<file path="config.mk">
export PLATFORM = sky130hd
export DESIGN_NAME = controle_nave
export DESIGN_NICKNAME = d
export VERILOG_FILES = /design/src/rtl/controle_nave.sv
export SDC_FILE = /design/constraint.sdc
export NUM_CORES = 1
export LEC_CHECK = 0
export CORE_ASPECT_RATIO = 0.6
export CORE_MARGIN = 1
export CORE_UTILIZATION = 45
export CTS_CLUSTER_DIAMETER = 30
export DETAILED_ROUTE_END_ITERATION = 8
export HOLD_SLACK_MARGIN = 0.03
export MAX_ROUTING_LAYER = met4
export PLACE_DENSITY = 0.77
export REMOVE_ABC_BUFFERS = 1
export SETUP_SLACK_MARGIN = 0.2
export SYNTH_ARGS = -nofsm -noshare
export SYNTH_HDL_FRONTEND = slang
export SYNTH_SLANG_ARGS = --single-unit
</file>
<file path="constraint.sdc">
create_clock -name CLOCK_50 -period 3.9 [get_ports CLOCK_50]
set_input_delay 1.17 -clock CLOCK_50 [delete_from_list [all_inputs] [get_ports CLOCK_50]]
set_output_delay 1.17 -clock CLOCK_50 [all_outputs]
set_load 0.01 [all_outputs]
</file>
<file path="src/rtl/controle_nave.sv">
// Player-ship motion controller: synchronizes the direction buttons, produces a
// per-frame movement tick and updates the ship position with a speed ramp.
// Optional macro NAVE_WRAP_EN: horizontal motion wraps around instead of clamping.
module controle_nave #(
  parameter int LARGURA     = 32,
  parameter int ALTURA      = 16,
  parameter int X_INI       = 304,
  parameter int Y_INI       = 440,
  parameter int TICK_CICLOS = 833333,
  parameter int VEL_MIN     = 1,
  parameter int VEL_MAX     = 8,
  parameter int RAMPA_TICKS = 4
) (
  input  logic       CLOCK_50,
  input  logic       reset,
  input  logic       btn_esq,
  input  logic       btn_dir,
  input  logic       btn_cima,
  input  logic       btn_baixo,
  output logic [9:0] xNave,
  output logic [9:0] yNave,
  output logic [9:0] larguraNave,
  output logic [9:0] alturaNave,
  output logic       tick,
  output logic       movendo
);

  localparam int CW = (TICK_CICLOS > 1) ? $clog2(TICK_CICLOS) : 1;
  localparam int RW = (RAMPA_TICKS > 1) ? $clog2(RAMPA_TICKS) : 1;
  localparam int VW = $clog2(VEL_MAX + 1);

  localparam logic [CW-1:0] TICK_LAST = CW'(TICK_CICLOS - 1);
  localparam logic [RW-1:0] RAMP_LAST = RW'(RAMPA_TICKS - 1);
  localparam logic [VW-1:0] VMIN      = VW'(VEL_MIN);
  localparam logic [VW-1:0] VMAX      = VW'(VEL_MAX);
  localparam logic [10:0]   XMAX      = 11'(639 - LARGURA);
  localparam logic [10:0]   YMAX      = 11'(479 - ALTURA);

  typedef enum logic [1:0] {
    PARADO     = 2'd0,
    ACELERANDO = 2'd1,
    CRUZEIRO   = 2'd2
  } estado_t;

  logic [3:0]    sync1_r;
  logic [3:0]    sync2_r;
  logic [CW-1:0] cnt_r;
  logic [CW-1:0] cnt_nxt_s;
  logic          tick_r;
  logic [9:0]    x_r;
  logic [9:0]    y_r;
  logic [9:0]    x_nxt_s;
  logic [9:0]    y_nxt_s;
  logic [VW-1:0] vel_r;
  logic [VW-1:0] vel_nxt_s;
  logic [VW-1:0] vel_inc_s;
  logic [RW-1:0] ramp_r;
  logic [RW-1:0] ramp_nxt_s;
  logic          ramp_fim_s;
  logic          movendo_r;
  estado_t       state_r;
  estado_t       state_nxt_s;

  logic          mv_esq_s;
  logic          mv_dir_s;
  logic          mv_cima_s;
  logic          mv_baixo_s;
  logic          moving_s;
  logic [10:0]   x_ext_s;
  logic [10:0]   y_ext_s;
  logic [10:0]   vel_ext_s;
  logic [10:0]   x_soma_s;
  logic [10:0]   y_soma_s;

  // Two-flop synchronizer for {esq, dir, cima, baixo}
  always_ff @(posedge CLOCK_50 or posedge reset) begin
    if (reset) begin
      sync1_r <= 4'b0000;
      sync2_r <= 4'b0000;
    end else begin
      sync1_r <= {btn_esq, btn_dir, btn_cima, btn_baixo};
      sync2_r <= sync1_r;
    end
  end

  // Next value of the frame-period counter
  always_comb begin
    if (cnt_r == TICK_LAST) begin
      cnt_nxt_s = '0;
    end else begin
      cnt_nxt_s = cnt_r + CW'(1);
    end
  end

  // tick is registered so it is high exactly while the counter holds its last value
  always_ff @(posedge CLOCK_50 or posedge reset) begin
    if (reset) begin
      cnt_r  <= '0;
      tick_r <= 1'b0;
    end else begin
      cnt_r  <= cnt_nxt_s;
      tick_r <= (cnt_nxt_s == TICK_LAST);
    end
  end

  assign mv_esq_s   = sync2_r[3] & ~sync2_r[2];
  assign mv_dir_s   = sync2_r[2] & ~sync2_r[3];
  assign mv_cima_s  = sync2_r[1] & ~sync2_r[0];
  assign mv_baixo_s = sync2_r[0] & ~sync2_r[1];
  assign moving_s   = mv_esq_s | mv_dir_s | mv_cima_s | mv_baixo_s;

  assign x_ext_s   = {1'b0, x_r};
  assign y_ext_s   = {1'b0, y_r};
  assign vel_ext_s = 11'(vel_r);
  assign x_soma_s  = x_ext_s + vel_ext_s;
  assign y_soma_s  = y_ext_s + vel_ext_s;

  // Horizontal displacement with clamping (or wrap-around when enabled)
  always_comb begin
    x_nxt_s = x_r;
    if (mv_dir_s) begin
      if (x_soma_s > XMAX) begin
`ifdef NAVE_WRAP_EN
        x_nxt_s = 10'(x_soma_s - (XMAX + 11'd1));
`else
        x_nxt_s = 10'(XMAX);
`endif
      end else begin
        x_nxt_s = 10'(x_soma_s);
      end
    end else if (mv_esq_s) begin
      if (x_ext_s < vel_ext_s) begin
`ifdef NAVE_WRAP_EN
        x_nxt_s = 10'(x_ext_s + XMAX + 11'd1 - vel_ext_s);
`else
        x_nxt_s = 10'd0;
`endif
      end else begin
        x_nxt_s = 10'(x_ext_s - vel_ext_s);
      end
    end else begin
      x_nxt_s = x_r;
    end
  end

  // Vertical displacement, always clamped to 0..YMAX
  always_comb begin
    y_nxt_s = y_r;
    if (mv_baixo_s) begin
      if (y_soma_s > YMAX) begin
        y_nxt_s = 10'(YMAX);
      end else begin
        y_nxt_s = 10'(y_soma_s);
      end
    end else if (mv_cima_s) begin
      if (y_ext_s < vel_ext_s) begin
        y_nxt_s = 10'd0;
      end else begin
        y_nxt_s = 10'(y_ext_s - vel_ext_s);
      end
    end else begin
      y_nxt_s = y_r;
    end
  end

  assign ramp_fim_s = (ramp_r == RAMP_LAST);
  assign vel_inc_s  = vel_r + VW'(1);

  // Speed FSM state register
  always_ff @(posedge CLOCK_50 or posedge reset) begin
    if (reset) begin
      state_r <= PARADO;
    end else begin
      state_r <= state_nxt_s;
    end
  end

  // Speed FSM next state; the first moving tick from rest already counts toward the ramp
  always_comb begin
    state_nxt_s = state_r;
    if (!tick_r) begin
      state_nxt_s = state_r;
    end else if (!moving_s) begin
      state_nxt_s = PARADO;
    end else begin
      case (state_r)
        PARADO, ACELERANDO: begin
          if (ramp_fim_s && (vel_inc_s == VMAX)) begin
            state_nxt_s = CRUZEIRO;
          end else begin
            state_nxt_s = ACELERANDO;
          end
        end
        CRUZEIRO: state_nxt_s = CRUZEIRO;
        default:  state_nxt_s = PARADO;
      endcase
    end
  end

  // Speed FSM outputs: next speed and ramp count
  always_comb begin
    vel_nxt_s  = vel_r;
    ramp_nxt_s = ramp_r;
    if (!tick_r) begin
      vel_nxt_s  = vel_r;
      ramp_nxt_s = ramp_r;
    end else if (!moving_s) begin
      vel_nxt_s  = VMIN;
      ramp_nxt_s = '0;
    end else begin
      case (state_r)
        PARADO, ACELERANDO: begin
          if (ramp_fim_s) begin
            vel_nxt_s  = vel_inc_s;
            ramp_nxt_s = '0;
          end else begin
            vel_nxt_s  = vel_r;
            ramp_nxt_s = ramp_r + RW'(1);
          end
        end
        CRUZEIRO: begin
          vel_nxt_s  = VMAX;
          ramp_nxt_s = '0;
        end
        default: begin
          vel_nxt_s  = VMIN;
          ramp_nxt_s = '0;
        end
      endcase
    end
  end

  // Position, speed and status update together on the edge that ends the tick cycle
  always_ff @(posedge CLOCK_50 or posedge reset) begin
    if (reset) begin
      x_r       <= 10'(X_INI);
      y_r       <= 10'(Y_INI);
      vel_r     <= VMIN;
      ramp_r    <= '0;
      movendo_r <= 1'b0;
    end else begin
      if (tick_r) begin
        x_r <= x_nxt_s;
        y_r <= y_nxt_s;
      end else begin
        x_r <= x_r;
        y_r <= y_r;
      end
      vel_r     <= vel_nxt_s;
      ramp_r    <= ramp_nxt_s;
      movendo_r <= (state_nxt_s != PARADO);
    end
  end

  assign xNave       = x_r;
  assign yNave       = y_r;
  assign larguraNave = 10'(LARGURA);
  assign alturaNave  = 10'(ALTURA);
  assign tick        = tick_r;
  assign movendo     = movendo_r;

endmodule
</file>
==> results of run 1 <==
==> sequential cells by signal (all words and copies together) (netlist names) <==
name and count:
ramp_r 2, sync2_r 4, vel_r 4, sync1_r 4, tick 1, movendo 1, yNave 10, state_r 2
xNave 10, cnt_r 20
==> cell type report <==
class / count / share of cell area, %
clock buffer: 9 / 4.72
clock inverter: 7 / 2.62
inverter: 34 / 2.68
multi-input combinational: 366 / 50.1
sequential: 58 / 30.7
tap: 112 / 2.94
timing repair buffer: 31 / 6.29
==> worst reg2reg max path: cells and delay by family, from the launching register on <==
kind / cells / cell delay [ps]
AOI/OAI and AO/OA: 4 / 1260
DFF: 1 / 640
adders and majority gates: 2 / 630
muxes: 1 / 260
and+or+nand+nor: 2 / 190
buffers and inverters: 1 / 60
==> per-layer routing <==
| layer | track usage (%) | part of all wire [%] | vias up |
|---|---|---|---|
| met5 | - | 0 | - |
| li1 | - | - | 1704 |
| met3 | 6.95 | 10 | 12 |
| met4 | 7.47 | 1.3 | 0 |
| met2 | 29.3 | 40 | 222 |
| met1 | 34.6 | 49 | 1708 |
==> cell families after synthesis <==
kind of cell	Yosys count	share of synthesized area (%)
buf+inv	73	8.58
xor+xnor	20	4.23
fa+ha+maj	28	9.19
simple gates	168	20.1
other cells	2	0.181
mux	7	1.75
flops	58	35.3
compound gates	123	20.6
==> cell usage after synthesis (5+ instances only) <==
| cell type | number |
|---|---|
| nor3_1 | 9 |
| a31oi_1 | 8 |
| xor2_1 | 14 |
| xnor2_1 | 6 |
| inv_1 | 33 |
| clkbuf_1 | 16 |
| nand4_1 | 8 |
| mux2i_1 | 5 |
| nor2b_1 | 5 |
| ha_1 | 24 |
| a21oi_1 | 21 |
| nor4_1 | 5 |
| a21o_1 | 7 |
| nand2_1 | 47 |
| nand3_1 | 14 |
| nand2b_1 | 5 |
| o21ai_0 | 32 |
| dfstp_2 | 9 |
| nor2_1 | 45 |
| buf_4 | 21 |
| dfrtp_1 | 49 |
| o31ai_1 | 6 |
==> where the power goes <==
part           switching [uW]  internal, uW
clock                     290           628
sequential               1.38           607
combinational            39.3          12.3
==> metrics by stage <==
step | setup slack, ps | cells | hold slack (ps)
after global placement | 994 | 601 | 332
after floorplan | 1080 | 458 | 331
after detailed placement | 882 | 601 | 335
after global routing | 716 | 617 | 355
final | 804 | 617 | 342
after CTS | 861 | 617 | 347
==> path summary, 6_finish.rpt <==
| check | startpoint | to | slack [ps] | cells after the start |
|---|---|---|---|---|
| worst max-delay path | vel_r[0] | xNave[5] | 800 | 10 |
| worst min-delay path | sync1_r[3] | sync2_r[3] | 340 | 0 |
| worst max register to register | vel_r[0] | xNave[5] | 800 | 10 |
| worst min register to register | sync1_r[3] | sync2_r[3] | 340 | 0 |
| max in group asynchronous | reset | xNave[1] | 2080 | 3 |
| min in group asynchronous | reset | sync1_r[2] | 1350 | 3 |
==> metrics.md, run 1 <==
| Metric | Value |
|---|---|
| Worst hold path type | register to register |
| DRT Wirelength | 10.1 mm |
| Endpoints failing setup | 0 |
| Cts repair resizes | 0 |
| Syn avg cell area | 8.64 um^2 |
| Worst-path clk slew | 60 ps |
| CP cell instances | ha_1 -> inv_1 -> fa_1 -> o21bai_1 -> nor3b_1 -> a21boi_0 -> a2bb2oi_4 -> nor2_2 -> a221o_1 -> mux2_2 |
| Via/cell ratio | 5.91 |
| Slew Viols, Final | 0 |
| Critical Path AT | 3360 ps |
| Final Cell Area | 4770 um^2 |
| Fraction of registers with async set/reset | 100% |
| Die ar. | 9600 um^2 |
| Post-DP Area | 4420 um^2 |
| Seq/Total Area, Yosys | 35.3% |
| CP Max Fanout | 10 |
| DP HPWL | 7.49 mm |
| # Post-CTS Setup Buffers | 0 |
| Slew HR | 52.5% |
| Flops & latches, synth | 58 |
| Cell accounting for the most synthesized area | dfrtp_1 |
| CP top delay family | compound AO/OA/AOI/OAI gates |
| Leading cell type in the layout, fill and taps excluded | dfrtp_1 |
| DR DRC count | 0 |
| Commonest cells after routing, fill and taps aside | dfrtp_1, nand2_1, nor2_1 |
| Lkg Pwr | 0.00207 uW |
| Period minus WS final | 3100 ps |
| CP max stage cell | dfstp_2 |
| Worst-Margin Slew | 711 ps |
| Later-pin clock latency in the skew report | 330 ps |
| EDFF count, synth | 0 |
| Htree depth | 3 |
| Post-synth cell types | 66 |
| Critical path required time | 4160 ps |
| Layout area overhead | 15.2% |
| Initial antenna violation count | 0 |
| Clk sinks | 58 |
| Multi-input logic area | 2390 um^2 |
| Cells after Synth | 479 |
| DRT iter0 DRCs | 463 |
| Largest net degree at the start of global routing | 59 |
| Max IR drop VDD | 265 uV |
| Final setup skew | 7.91 ps |
| Number of iterations in the first detailed-routing pass | 9 |
| Routed length per placed instance | 16.3 um |
| CTS tree | built |
| Ys flop type | dfrtp_1 |
| Routed Antenna Nets | 0 |
| Total power | 1580 uW |
| Final period utilization | 79.4% |
| CTS Hold Bufs | 0 |
| Die Y | 76.3 um |
| Via count | 3,646 |
| Crit Path Category | register to register |
| Die width | 126 um |
| First-pass GRT wire length | 17.0 mm |
| Fill cell count | 790 |
| Yosys Warn Count | 0 |
| Crit-path max cell delay | 640 ps |
| RSZ-0062 raised after global routing | false |
| Fin util | 54.7% |
| Net count, final | 534 |
| Global route overflow | 0 |
| Yosys top cell area share | 29.6% |
| Worst Setup End Kind | register |
| Reg area | 1460 um^2 |
| Max Root-Sink Buffers | 2 |
| CTS Buf Count | 9 |
| Row Count | 26 |
| # port buffers | 27 |
| Max-cap violations | 0 |
| Layout cells sized above 1 | 9.31% |
| Buf+Inv Stages, Crit Path | 1 |
| Vias in the first global route | 3,338 |
| Crit start category | register |
| RD Place Congestion | 0.980 |
| Final Hold Viols | 0 |
| Starting Density | 47.5% |
| F_max | 323 MHz |
| Antenna Cells | 0 |
| Mapped Area | 4140 um^2 |
| Root Buffer | clkbuf_16 |
| P per Cell Area | 331 nW/um^2 |
| Largest cells by area after synthesis | dfrtp_1, ha_1, dfstp_2, nand2_1, nor2_1 |
| TNS Setup | 0 ps |
| I/O Pins | 48 |
| GR Util All Layers | 23.2% |
| Core area | 8720 um^2 |
| Status | completed |
No activity file was read; power rests on OpenSTA's default activity.
==> run 2, diff against run 1 <==
==> constraint.sdc (replaced) <==
create_clock -name CLOCK_50 -period 3.09 [get_ports CLOCK_50]
set_input_delay 0.927 -clock CLOCK_50 [delete_from_list [all_inputs] [get_ports CLOCK_50]]
set_output_delay 0.927 -clock CLOCK_50 [all_outputs]
set_load 0.01 [all_outputs]
==> metrics.md, run 2 (synthesis results as in run 1) <==
| Metric | Value |
|---|---|
| CTS Buf Count | 9 (unchanged) |
| Crit Path Category | register to register (unchanged) |
| Crit start category | register (unchanged) |
| CTS Hold Bufs | 0 (unchanged) |
| Max-cap violations | 0 (unchanged) |
| First-pass GRT wire length | 16.9 mm (was 17.0 mm) |
| Final Hold Viols | 0 (unchanged) |
| Final Cell Area | 4860 um^2 (was 4770 um^2) |
| I/O Pins | 48 (unchanged) |
| Critical Path AT | 3090 ps (was 3360 ps) |
| Later-pin clock latency in the skew report | 340 ps (was 330 ps) |
| Max IR drop VDD | 239 uV (was 265 uV) |
| DP HPWL | 7.63 mm (was 7.49 mm) |
| Flop pwr share | 40.4% (was 38.5%) |
| Routed Antenna Nets | 0 (unchanged) |
| Core area | 8720 um^2 (unchanged) |
| RSZ-0062 raised after global routing | true (was false) |
| Endpoints failing setup | 0 (unchanged) |
| RD Place Congestion | 0.970 (was 0.980) |
| Total power | 1900 uW (was 1580 uW) |
| Status | completed (unchanged) |
| Worst R2R Path Depth | 10 (unchanged) |
| CP cell instances | ha_2 -> inv_1 -> fa_2 -> o21bai_2 -> nand2_1 -> o41a_1 -> a2bb2oi_4 -> nor2_2 -> a221o_1 -> mux2_2 (was ha_1 -> inv_1 -> fa_1 -> o21bai_1 -> nor3b_1 -> a21boi_0 -> a2bb2oi_4 -> nor2_2 -> a221o_1 -> mux2_2) |
| Sw frac | 21.3% (was 21.0%) |
| Initial antenna violation count | 0 (unchanged) |
| GR Util All Layers | 23.4% (was 23.2%) |
| Worst R2R Setup Slack | 260 ps (was 800 ps) |
| Lkg Pwr | 0.00213 uW (was 0.00207 uW) |
| WP depth | 10 (unchanged) |
| R2r startpoint | vel_r[0] (unchanged) |
| Final setup skew | 8.97 ps (was 7.91 ps) |
| Number of iterations in the first detailed-routing pass | 7 (was 9) |
| Vias in the first global route | 3,256 (was 3,338) |
| Slew HR | 51.7% (was 52.5%) |
| Starting Density | 47.5% (unchanged) |
| Worst-Margin Slew | 724 ps (was 711 ps) |
| Layout area overhead | 17.5% (was 15.2%) |
| Most flop-heavy register | cnt_r (unchanged) |
| Clk network pwr share | 55.9% (was 58.2%) |
| Die width | 126 um (unchanged) |
| Routed length per placed instance | 16.4 um (was 16.3 um) |
| CTS tree | built (unchanged) |
| CP max stage cell | dfstp_2 (unchanged) |
| Setup crit end | xNave[5] (unchanged) |
| Hold WS | 346 ps (was 342 ps) |
| Die Y | 76.3 um (unchanged) |
| P_sw | 405 uW (was 331 uW) |
| Comb pwr share | 3.6% (was 3.3%) |
| Fill cell count | 751 (was 790) |
| Max reg flops | 20 (unchanged) |
| Worst-path clk slew | 50 ps (was 60 ps) |
| Die ar. | 9600 um^2 (unchanged) |
| Antenna Cells | 0 (unchanged) |
| Global route overflow | 0 (unchanged) |
| Largest net degree at the start of global routing | 33 (was 59) |
| Leading cell type in the layout, fill and taps excluded | dfrtp_1 (unchanged) |
| Commonest cells after routing, fill and taps aside | dfrtp_1, nand2_1, nor2_1 (unchanged) |
| Layout cells sized above 1 | 12.7% (was 9.31%) |
| Via count | 3,690 (was 3,646) |
| Worst Setup End Kind | register (unchanged) |
| Period minus WS final | 2830 ps (was 3100 ps) |
| Critical path required time | 3350 ps (was 4160 ps) |
| CP Max Fanout | 6 (was 10) |
| F_max | 353 MHz (was 323 MHz) |
| Worst hold path type | register to register (unchanged) |
| # port buffers | 27 (unchanged) |
| DRT Wirelength | 10.3 mm (was 10.1 mm) |
| Max Root-Sink Buffers | 2 (unchanged) |
| TNS Setup | 0 ps (unchanged) |
| Multi-input logic area | 2410 um^2 (was 2390 um^2) |
| Reg area | 1460 um^2 (unchanged) |
| Clk sinks | 58 (unchanged) |
| DR DRC count | 0 (unchanged) |
| CP top delay family | compound AO/OA/AOI/OAI gates (unchanged) |
| Via/cell ratio | 5.86 (was 5.91) |
| DRT iter0 DRCs | 416 (was 463) |
| Buf+Inv Stages, Crit Path | 1 (unchanged) |
| Final period utilization | 91.7% (was 79.4%) |
| Root Buffer | clkbuf_16 (unchanged) |
| P per Cell Area | 391 nW/um^2 (was 331 nW/um^2) |
| Htree depth | 3 (unchanged) |
| Slew Viols, Final | 0 (unchanged) |
| Post-DP Area | 4480 um^2 (was 4420 um^2) |
| Row Count | 26 (unchanged) |
| Power Internal | 1500 uW (was 1250 uW) |
| R2r endpoint | xNave[5] (unchanged) |
| Worst Setup SP | vel_r[0] (unchanged) |
| Net count, final | 547 (was 534) |
| Crit-path max cell delay | 590 ps (was 640 ps) |
-- run 2: cell types whose count changed in the layout (fill, tap and decap cells not counted), sizes merged --
cell      previous run  this run
buf                  4        17
clkbuf               9        13
clkinvlp             0         2
clkinv               3         0
bufinv               3         1
inv                 35        34
-- run 2: power by group through the flow --
stage / combinational [uW] / clock [uW] / sequential, uW
floorplan: 43.8 / 0 / 780
finish: 69.2 / 1060 / 768
CTS: 68.4 / 1090 / 768
global placement: 67.4 / 0 / 780
detailed placement: 67.9 / 0 / 781
global route: 78.2 / 1120 / 768
-- run 2: worst min-delay path by stage --
stage	to	cells past startpoint	startpoint	slack (ps)
after global routing	sync2_r[3]	0	sync1_r[3]	350
after detailed placement	sync2_r[0]	0	sync1_r[0]	340
after global placement	sync2_r[2]	0	sync1_r[2]	330
final	sync2_r[0]	0	sync1_r[0]	350
after CTS	sync2_r[0]	0	sync1_r[0]	350
after floorplan	sync2_r[0]	0	sync1_r[0]	330
-- run 2: metal layers --
layer	wire (um)	share of wire (%)	global-route usage [%]
met5	0	0	-
met1	5130	50	35.2
met2	4100	40	29.8
met4	29	0.28	3.98
met3	1090	10	8.01
-- run 2: worst register-to-register path: cells and delay by family (launching register included) --
kind / cells / cell delay (ps)
AOI/OAI and AO/OA: 4 / 1160
DFF: 1 / 590
adders and majority gates: 2 / 550
muxes: 1 / 270
and+or+nand+nor: 2 / 150
buffers and inverters: 1 / 50
-- run 2: layout make-up --
cell class | count | share of cell area, %
Timing Repair Buffer | 44 | 8.18
Multi-Input combinational cell | 366 | 49.6
Tap cell | 112 | 2.88
Clock buffer | 13 | 5.76
Inverter | 34 | 2.62
Clock inverter | 3 | 0.926
Sequential cell | 58 | 30.1
-- run 2: timing repair --
item                                   CTS  global route
setup endpoints to repair                6            10
resized for setup                        2             5
pin swaps                                2             3
endpoints found under the hold margin    0             0
setup buffers                            3             2
-- run 2: through the flow --
| stage | setup slack (ps) | cells | utilization (%) |
|---|---|---|---|
| finish | 256 | 630 | 55.8 |
| global route | 163 | 630 | 55.8 |
| CTS | 143 | 628 | 55.4 |
| detailed placement | 1.11 | 609 | 51.4 |
| global placement | 146 | 609 | 51.4 |
| floorplan | 273 | 458 | - |
==> run 3, diff against run 2 <==
--- a/config.mk
+++ b/config.mk
@@ -7,12 +7,12 @@
 export LEC_CHECK = 0
 export CORE_ASPECT_RATIO = 0.6
 export CORE_MARGIN = 1
-export CORE_UTILIZATION = 45
+export CORE_UTILIZATION = 40
 export CTS_CLUSTER_DIAMETER = 30
 export DETAILED_ROUTE_END_ITERATION = 8
 export HOLD_SLACK_MARGIN = 0.03
 export MAX_ROUTING_LAYER = met4
-export PLACE_DENSITY = 0.77
+export PLACE_DENSITY = 0.71
 export REMOVE_ABC_BUFFERS = 1
 export SETUP_SLACK_MARGIN = 0.2
 export SYNTH_ARGS = -nofsm -noshare
==> metrics.md, run 3 (synthesis results as in run 1) <==
| Metric | Value |
|---|---|
| Status | completed (unchanged) |
| Layout area overhead | 17.4% (was 17.5%) |
| Initial antenna violation count | 0 (unchanged) |
| RD Place Congestion | 1.02 (was 0.970) |
| Clk sinks | 58 (unchanged) |
| Die Y | 80.8 um (was 76.3 um) |
| CP max stage cell | dfstp_2 (unchanged) |
| Die ar. | 10,800 um^2 (was 9600 um^2) |
| Reg area | 1460 um^2 (about the same) |
| Max Root-Sink Buffers | 2 (unchanged) |
| Die width | 133 um (was 126 um) |
| CP Max Fanout | 7 (was 6) |
| Row Count | 28 (was 26) |
| Min setup slack post-route | 281 ps (was 256 ps) |
| Fill cell count | 933 (was 751) |
| Period minus WS final | 2810 ps (was 2830 ps) |
| Core area | 9950 um^2 (was 8720 um^2) |
| Critical Path AT | 3060 ps (was 3090 ps) |
| Crit start category | register (unchanged) |
| DP HPWL | 7.17 mm (was 7.63 mm) |
| Final period utilization | 90.9% (was 91.7%) |
| Slew Viols, Final | 0 (unchanged) |
| CTS Hold Bufs | 0 (unchanged) |
| Slew HR | 54.0% (was 51.7%) |
| Max reg flops | 20 (unchanged) |
| DRT iter0 DRCs | 297 (was 416) |
| Multi-input logic area | 2400 um^2 (was 2410 um^2) |
| Routed Antenna Nets | 0 (unchanged) |
| Via/cell ratio | 5.59 (was 5.86) |
| TNS Setup | 0 ps (unchanged) |
| Later-pin clock latency in the skew report | 330 ps (was 340 ps) |
| DR DRC count | 0 (unchanged) |
| GR Util All Layers | 19.8% (was 23.4%) |
| Layout cells sized above 1 | 11.9% (was 12.7%) |
| Final Cell Area | 4860 um^2 (about the same) |
| Total power | 1920 uW (was 1900 uW) |
| Worst-path clk slew | 60 ps (was 50 ps) |
| CP top delay family | compound AO/OA/AOI/OAI gates (unchanged) |
| Root Buffer | clkbuf_16 (unchanged) |
| Crit Path Category | register to register (unchanged) |
| Antenna Cells | 0 (unchanged) |
| Routed length per placed instance | 15.1 um (was 16.4 um) |
| Post-DP Area | 4510 um^2 (was 4480 um^2) |
| RSZ-0062 raised after global routing | true (unchanged) |
| Leading cell type in the layout, fill and taps excluded | dfrtp_1 (unchanged) |
| WP depth | 10 (unchanged) |
| Commonest cells after routing, fill and taps aside | dfrtp_1, nand2_1, nor2_1 (unchanged) |
| Worst-Margin Slew | 684 ps (was 724 ps) |
| Worst R2R Path Depth | 10 (unchanged) |
| Final setup skew | 8.44 ps (was 8.97 ps) |
| Starting Density | 41.6% (was 47.5%) |
| P per Cell Area | 394 nW/um^2 (was 391 nW/um^2) |
| Largest net degree at the start of global routing | 31 (was 33) |
| Global route overflow | 0 (unchanged) |
| First-pass GRT wire length | 16.2 mm (was 16.9 mm) |
| CP cell instances | ha_1 -> inv_1 -> fa_2 -> o21bai_2 -> nand2_1 -> o41a_1 -> a2bb2oi_4 -> nor2_2 -> a221o_1 -> mux2_2 (was ha_2 -> inv_1 -> fa_2 -> o21bai_2 -> nand2_1 -> o41a_1 -> a2bb2oi_4 -> nor2_2 -> a221o_1 -> mux2_2) |
| Endpoints failing setup | 0 (unchanged) |
| I/O Pins | 48 (unchanged) |
| Crit-path max cell delay | 580 ps (was 590 ps) |
| Worst hold path type | register to register (unchanged) |
| Worst Setup End Kind | register (unchanged) |
| Net count, final | 543 (was 547) |
| CTS tree | built (unchanged) |
| Most flop-heavy register | cnt_r (unchanged) |
| Via count | 3,627 (was 3,690) |
| DRT Wirelength | 9.82 mm (was 10.3 mm) |
| Final Hold Viols | 0 (unchanged) |
| Worst Hold Depth | 0 (unchanged) |
| Critical path required time | 3340 ps (was 3350 ps) |
| Placed cell count | 630 (was 609) |
| Htree depth | 3 (unchanged) |
| Finished Layout Cells | 649 (was 630) |
| Number of iterations in the first detailed-routing pass | 5 (was 7) |
| CTS Buf Count | 9 (unchanged) |
| F_max | 356 MHz (was 353 MHz) |
| Lkg Pwr | 0.00211 uW (was 0.00213 uW) |
| Vias in the first global route | 3,284 (was 3,256) |
| # port buffers | 27 (unchanged) |
| DP Worst Slack | 177 ps (was 1.11 ps) |
| Buf+Inv Stages, Crit Path | 1 (unchanged) |
| Max-cap violations | 0 (unchanged) |
| Max IR drop VDD | 304 uV (was 239 uV) |
==> run 3: path summary, 6_finish.rpt <==
kind                       slack, ps         end       start
min in group asynchronous        940  sync1_r[2]       reset
hold reg to reg                  350  sync2_r[3]  sync1_r[3]
setup reg to reg                 280    xNave[5]    vel_r[0]
hold / removal                   350  sync2_r[3]  sync1_r[3]
max in group asynchronous       1780  sync2_r[0]       reset
setup / recovery                 280    xNave[5]    vel_r[0]
==> run 3: where the power goes <==
| part | internal [uW] | switching [uW] | total, uW |
|---|---|---|---|
| Sequential | 766 | 1.71 | 768 |
| Combinational | 17.9 | 50.0 | 67.9 |
| Clock | 725 | 357 | 1080 |
| Total | 1510 | 409 | 1920 |
==> run 3: cell type report <==
class	count	area share, %
Clock buffer	11	4.99
Timing Repair Buffer	40	7.82
Tap cell	135	3.47
Multi-Input combinational cell	366	49.4
Inverter	34	2.62
Sequential cell	58	30.1
Clock inverter	5	1.60
==> run 3: metrics by stage <==
stage / hold slack, ps / utilization, %
finish: 349 / 48.9
global route: 355 / 48.9
CTS: 352 / 48.7
detailed placement: 340 / 45.3
global placement: 339 / 45.3
floorplan: 331 / -
==> run 3: metal layers <==
metal  routed length (um)  vias up  track usage, %
li1                     -     1724               -
met1                 4740     1741            26.7
met2                 4190      149            28.9
met3                  815       13            6.30
met4                   68        0            4.77
met5                    0        -               -
==> run 3: timing repair <==
action                     in CTS  in global routing
setup endpoints to repair       3                  7
gates resized for setup         2                  6
setup buffers                   2                  1
pin swaps                       1                  3
